===== src/rtl/mac_operand_conditioner.sv =====
// Two-stage operand conditioner for the lane-split unsigned MAC array: converts signed
// lane groups to magnitudes and reports each group's product sign.
module mac_operand_conditioner #(
  parameter int MAC_CONF_WIDTH = 4,
  parameter int MAC_MIN_WIDTH  = 8
) (
  input  logic                         clk,
  input  logic                         rst,
  input  logic                         en,
  input  logic [MAC_CONF_WIDTH-1:0]    cfg,
  input  logic [4*MAC_MIN_WIDTH-1:0]   A_in,
  input  logic [4*MAC_MIN_WIDTH-1:0]   B_in,
  input  logic                         in_valid,
  output logic                         in_ready,
  output logic [4*MAC_MIN_WIDTH-1:0]   A_mag,
  output logic [4*MAC_MIN_WIDTH-1:0]   B_mag,
  output logic                         C0_neg,
  output logic                         C1_neg,
  output logic                         C2_neg,
  output logic                         C3_neg,
  output logic [MAC_CONF_WIDTH-1:0]    cfg_out,
  output logic                         out_valid,
  input  logic                         out_ready
);
  localparam int W = MAC_MIN_WIDTH;
  localparam int N = 4 * MAC_MIN_WIDTH;

  logic       w_quad, w_dual;
  logic [3:0] w_a_msb, w_b_msb, w_sa, w_sb, w_neg, w_start;
  logic [3:0][1:0] w_top;
  logic [N-1:0] w_a_inv, w_b_inv;

  assign w_quad = (cfg[1:0] == 2'b10);
  assign w_dual = (cfg[1:0] == 2'b01);

  // Every lane inherits its group's sign from the group's top lane; the
  // group's bottom lane is where the +1 of the two's-complement negate enters.
  for (genvar i = 0; i < 4; i++) begin : g_lane
    assign w_a_msb[i] = A_in[i*W+W-1];
    assign w_b_msb[i] = B_in[i*W+W-1];
    assign w_top[i]   = w_quad ? 2'(3) : (w_dual ? 2'(i | 1) : 2'(i));
    assign w_sa[i]    = cfg[3] & w_a_msb[w_top[i]];
    assign w_sb[i]    = cfg[3] & w_b_msb[w_top[i]];
    assign w_neg[i]   = w_sa[i] ^ w_sb[i];
    assign w_start[i] = w_quad ? (i == 0) : (w_dual ? (i % 2 == 0) : 1'b1);
    assign w_a_inv[i*W +: W] = A_in[i*W +: W] ^ {W{w_sa[i]}};
    assign w_b_inv[i*W +: W] = B_in[i*W +: W] ^ {W{w_sb[i]}};
  end

  logic [2:1]              r_vld_pipe;
  logic [N-1:0]            r_s1_a, r_s1_b, r_s2_a, r_s2_b;
  logic [3:0]              r_s1_sa, r_s1_sb, r_s1_neg, r_s1_start, r_s2_neg;
  logic [MAC_CONF_WIDTH-1:0] r_s1_cfg, r_s2_cfg;

  logic w_s1_adv, w_s2_adv;
  assign w_s2_adv = en & (~r_vld_pipe[2] | out_ready);
  assign w_s1_adv = en & (~r_vld_pipe[1] | w_s2_adv);
  assign in_ready = rst & w_s1_adv;

  // +1 ripple: carry restarts at each group's bottom lane, chains within the group.
  logic [N-1:0] w_a_sum, w_b_sum;
  logic         w_ca, w_cb, w_cin_a, w_cin_b;
  logic [W:0]   w_ta, w_tb;
  always_comb begin
    w_a_sum = '0;
    w_b_sum = '0;
    w_ca = 1'b0;
    w_cb = 1'b0;
    w_cin_a = 1'b0;
    w_cin_b = 1'b0;
    w_ta = '0;
    w_tb = '0;
    for (int i = 0; i < 4; i++) begin
      w_cin_a = r_s1_start[i] ? r_s1_sa[i] : w_ca;
      w_cin_b = r_s1_start[i] ? r_s1_sb[i] : w_cb;
      w_ta = {1'b0, r_s1_a[i*W +: W]} + {{W{1'b0}}, w_cin_a};
      w_tb = {1'b0, r_s1_b[i*W +: W]} + {{W{1'b0}}, w_cin_b};
      w_a_sum[i*W +: W] = w_ta[W-1:0];
      w_b_sum[i*W +: W] = w_tb[W-1:0];
      w_ca = w_ta[W];
      w_cb = w_tb[W];
    end
  end

  always_ff @(posedge clk or negedge rst) begin
    if (!rst) begin
      r_vld_pipe <= '0;
      r_s1_a     <= '0;
      r_s1_b     <= '0;
      r_s1_sa    <= '0;
      r_s1_sb    <= '0;
      r_s1_neg   <= '0;
      r_s1_start <= '0;
      r_s1_cfg   <= '0;
      r_s2_a     <= '0;
      r_s2_b     <= '0;
      r_s2_neg   <= '0;
      r_s2_cfg   <= '0;
    end else begin
      if (w_s1_adv) begin
        r_vld_pipe[1] <= in_valid;
        if (in_valid) begin
          r_s1_a     <= w_a_inv;
          r_s1_b     <= w_b_inv;
          r_s1_sa    <= w_sa;
          r_s1_sb    <= w_sb;
          r_s1_neg   <= w_neg;
          r_s1_start <= w_start;
          r_s1_cfg   <= cfg;
        end
      end
      if (w_s2_adv) begin
        r_vld_pipe[2] <= r_vld_pipe[1];
        if (r_vld_pipe[1]) begin
          r_s2_a   <= w_a_sum;
          r_s2_b   <= w_b_sum;
          r_s2_neg <= r_s1_neg;
          r_s2_cfg <= r_s1_cfg;
        end
      end
    end
  end

  assign out_valid = r_vld_pipe[2];
  assign A_mag     = r_s2_a;
  assign B_mag     = r_s2_b;
  assign C0_neg    = r_s2_neg[0];
  assign C1_neg    = r_s2_neg[1];
  assign C2_neg    = r_s2_neg[2];
  assign C3_neg    = r_s2_neg[3];
  assign cfg_out   = r_s2_cfg;
endmodule


===== config.mk =====
export PLATFORM = sky130hd
export DESIGN_NAME = mac_operand_conditioner
export DESIGN_NICKNAME = d
export VERILOG_FILES = /design/src/rtl/mac_operand_conditioner.sv
export SDC_FILE = /design/constraint.sdc
export NUM_CORES = 1
export LEC_CHECK = 0
export CAP_MARGIN = 20
export CORE_UTILIZATION = 35
export CTS_BUF_LIST = sky130_fd_sc_hd__clkbuf_8
export DETAILED_ROUTE_END_ITERATION = 10
export PLACE_DENSITY = 0.69
export SETUP_SLACK_MARGIN = 0.15
export SYNTH_ARGS = -nofsm -noshare
export SYNTH_HDL_FRONTEND = slang
export SYNTH_SLANG_ARGS = --single-unit

===== constraint.sdc =====
create_clock -name clk -period 5.1 [get_ports clk]
set_input_delay 0.765 -clock clk [delete_from_list [all_inputs] [get_ports clk]]
set_output_delay 0.765 -clock clk [all_outputs]
set_load 0.05 [all_outputs]

==> results.py <==
metrics = {
    "outcome": {
        "status": "finished, final reports clean",
    },
    "clock_tree": {
        "post_cts_buffers": 0,
        "clock_path_buffers": 2,
        "cts.sinks": 157,
        "ctsHtreeMaxLevel": 4,
        "cts_buffers": 17,
        "ctsHoldBuffers": 0,
        "path_clk_slew_ns": 0.08,
        "cts_resized": 0,
        "cts_root_buffer": "clkbuf_8",
        "cts_tree": "built",
        "clk_latency_ns": 0.45,
    },
    "pwr": {
        "total_leakage_power_nw": 4.00,
        "p_sw_mw": 1.97,
        "power_frac_seq_pct": 39.1,
        "p_comb_share_pct": 40.6,
        "ir_drop_v": 0.000234,
        "swShare_pct": 41.6,
        "power_mw": 4.74,
        "cellInternalPower_mw": 2.77,
        "powerDensity_nw_per_um2": 495,
        "clock_power_share_pct": 20.4,
    },
    "critical_path": {
        "rr_endpoint": "A_mag[30]",
        "crit_family": "adder cells",
        "crit_path_frequent_cell": "ha_1",
        "cp_max_fo": 4,
        "cpPeakStageDelay_ns": 0.36,
        "critical_path.startpoint": "r_s1_start[0]",
        "crit_required_ns": 5.41,
        "path_cells": "and2_1 > ha_1 > ha_1 > nand3_1 > nor2_1 > nand2_1 > o21ai_0 > ha_1 > ha_1 > nand4_1 > o21ai_0 > ha_1 > ha_1 > nand4_1 > o21ai_0 > ha_1 > ha_1 > and3_1 > nand3_1 > xor2_1 > a21oi_1",
        "rr_worst_depth": 21,
        "cp.arrival_ns": 4.48,
        "r2r-start": "r_s1_start[0]",
        "cp_num_buf_inv": 0,
        "crit_path_top_delay_cell": "dfrtp_1",
        "path_depth": 21,
        "setup.worst_path.start_class": "flip-flop",
        "ff2ff_setup_slack_ns": 0.94,
        "cp-end-kind": "flip-flop",
        "crit_end": "A_mag[30]",
        "path_class": "flip-flop to flip-flop",
    },
    "yosys": {
        "netlist.top_cell.by_area": "dfrtp_1",
        "synth_top_cell_area_share_pct": 52.4,
        "synthTopCellsByArea": "dfrtp_1 (52%), xor2_1 (7.4%), nand2_1 (6.1%)",
        "synthCells": 733,
        "synthesis.area_um2": 7500,
        "syn_area_per_cell_um2": 10.2,
        "seq_area_frac_synth_pct": 52.4,
        "synth-seq-cells": 157,
        "syn_nets": 823,
        "synth_warnings": 0,
        "synth_cell_types": 39,
    },
    "global_routing": {
        "grt_antenna_before_repair": 1,
        "grt_pass1_vias": 5522,
        "grt_usage_pct": 16.4,
        "grt_max_degree": 121,
        "overflow": 0,
        "grt_pass1_wl_um": 27900,
    },
    "timing": {
        "hold_viol_final": 0,
        "max-slew-margin-rel_pct": 45.4,
        "period_share_pct": 81.6,
        "min_period_ns": 4.16,
        "tns_ns": 0,
        "tightest_slew_ns": 0.819,
        "setup_viol": 0,
        "timing.final.ws_setup_ns": 0.939,
        "skew_ns": 0.0123,
        "rsz0062_at_grt": "false",
        "slew_violations": 0,
        "fmax_mhz": 240,
    },
    "routing": {
        "viasPerCell": 4.72,
        "drtIter0Drc": 214,
        "drc": 0,
        "drt-total-wl_um": 17100,
        "vias": 5453,
        "firstDrtPassIters": 4,
        "ant_nets": 0,
        "wl_per_cell_um": 14.8,
    },
    "min_path": {
        "worst_hold_path_type": "input pin to async pin",
    },
    "placed_design": {
        "place_congestion": 0.770,
        "detailedPlace.worstSlack_ns": 0.954,
        "hpwl_um": 11800,
        "portBuffers": 146,
    },
    "die": {
        "dieWidth_um": 148,
        "initial_core_util_pct": 35.7,
        "rows": 53,
        "fp.dieArea_um2": 22000,
        "dieHeight_um": 148,
        "coreArea_um2": 21000,
        "ios": 147,
    },
    "run": {
        "maxCapViolCount": 0,
    },
    "final_layout": {
        "drive_gt1_share_pct": 9.09,
        "nNetsFinal": 957,
        "syn_to_final_growth_pct": 27.5,
        "antenna_cells": 0,
    },
}
[cells by family after synthesis]
group	after synthesis	share of synthesized area (%)
multiplexers	33	5.04
adder cells (fa/ha/maj)	17	2.84
AND/OR/NAND/NOR	238	13.7
XOR/XNOR	110	12.8
buffers and inverters	42	3.57
AO/OA/AOI/OAI	136	9.64
flip-flops	157	52.4
[per-stage QoR]
step | cell area [um2] | cells | hold slack, ns | util, %
5_1_grt | 9570 | 1155 | 0.219 | 45.5
4_1_cts | 9530 | 1153 | 0.212 | 45.3
3_5_place_dp | 9120 | 1121 | 0.454 | 43.4
2_1_floorplan | 7500 | 733 | 0.432 | -
3_3_place_gp | 9120 | 1121 | 0.447 | 43.4
6_report | 9570 | 1155 | 0.231 | 45.5
[cells in the final DEF (no fill, tap or decap), drive strengths merged]
cell type / instances
a22o: 1
and3: 7
nor3b: 2
a21o: 1
bufinv: 2
nor3: 3
xor2: 63
nand4: 7
nand3b: 2
nor2: 57
nand2: 125
and4: 3
o31ai: 1
clkinv: 6
xnor2: 47
dfrtp: 157
clkinvlp: 3
mux2: 28
o41ai: 1
nand3: 25
and2: 2
o22ai: 2
inv: 5
ha: 17
o21a: 1
nand2b: 3
nor2b: 2
o21ai: 76
buf: 8
o221ai: 1
a31oi: 2
mux2i: 5
clkbuf: 20
clkdlybuf4s50: 145
a21oi: 50
[flip-flops by register name, indices dropped and copies added (netlist names)]
register and flops:
r_s2_neg 4, r_s1_neg 4, r_s1_a 32, r_s1_cfg 4, r_s1_b 32, r_vld_pipe 2, B_mag 32, r_s1_sa 4
cfg_out 4, r_s1_start 3, A_mag 32, r_s1_sb 4
[power by group through the flow]
stage | registers (mW) | clock network (mW) | logic [mW]
detailed placement | 1.88 | 0 | 1.93
global placement | 1.87 | 0 | 1.92
global route | 1.91 | 1.05 | 2.05
floorplan | 2.60 | 0 | 0.511
finish | 1.85 | 0.964 | 1.92
CTS | 1.86 | 0.996 | 1.94
[worst min path at each step]
| stage | to | slack, ns | cells after the start |
|---|---|---|---|
| 4_1_cts | r_s1_cfg[1] | 0.21 | 1 |
| 2_1_floorplan | r_s1_neg[3] | 0.43 | 2 |
| 5_1_grt | r_s2_neg[2] | 0.22 | 1 |
| 3_5_place_dp | r_s1_neg[3] | 0.45 | 2 |
| 6_report | B_mag[10] | 0.23 | 1 |
| 3_3_place_gp | r_s1_neg[3] | 0.45 | 2 |
[cell type report]
type | count | area, um2
multi-input cells | 534 | 3320
clock buffers | 20 | 275
well taps | 275 | 344
inverters | 4 | 15.0
repair buffers | 153 | 1550
fillers | 2040 | 11500
clock inverters | 12 | 136
flip-flops and latches | 157 | 3930
[layer usage]
metal / vias to the layer above / GRT usage (%) / wire length, um
met2: 112 / 26.7 / 7990
met3: 13 / 4.88 / 953
met5: - / 0 / 13
met4: 2 / 4.85 / 180
met1: 2604 / 21.0 / 7930
li1: 2722 / - / -
[synthesized netlist by cell type]
library cell and instances:
dfrtp_1 157, nand2_1 122, xor2_1 63, nor2_1 57, a21oi_1 50, o21ai_0 49
xnor2_1 47, mux2_2 28, nand3_1 25, o21ai_1 24, ha_1 17, buf_2 16
buf_6 9, and3_1 7, clkbuf_1 7, nand4_1 7, buf_4 6, inv_1 4
mux2i_1 4, and4_1 3, nand2_2 3, nand2b_1 3, nor3_1 3, o21ai_2 3
a31oi_1 2, and2_1 2, nand3b_1 2, nor3b_1 2, a21o_2 1, a22o_1 1
mux2i_4 1, nor2b_2 1, nor2b_4 1, o21a_1 1, o221ai_1 1, o22ai_1 1
o22ai_2 1, o31ai_1 1, o41ai_1 1
[worst reg2reg max path, cell delays in order, from the launching register on]
cell and delay [ns]:
dfrtp_1 0.36, and2_1 0.18, ha_1 0.21, ha_1 0.19, nand3_1 0.16, nor2_1 0.14, nand2_1 0.05, o21ai_0 0.15
ha_1 0.25, ha_1 0.25, nand4_1 0.13, o21ai_0 0.17, ha_1 0.24, ha_1 0.26, nand4_1 0.18, o21ai_0 0.20
ha_1 0.19, ha_1 0.17, and3_1 0.19, nand3_1 0.10, xor2_1 0.15, a21oi_1 0.08
Note: power is estimated with default switching activity, not from simulation.
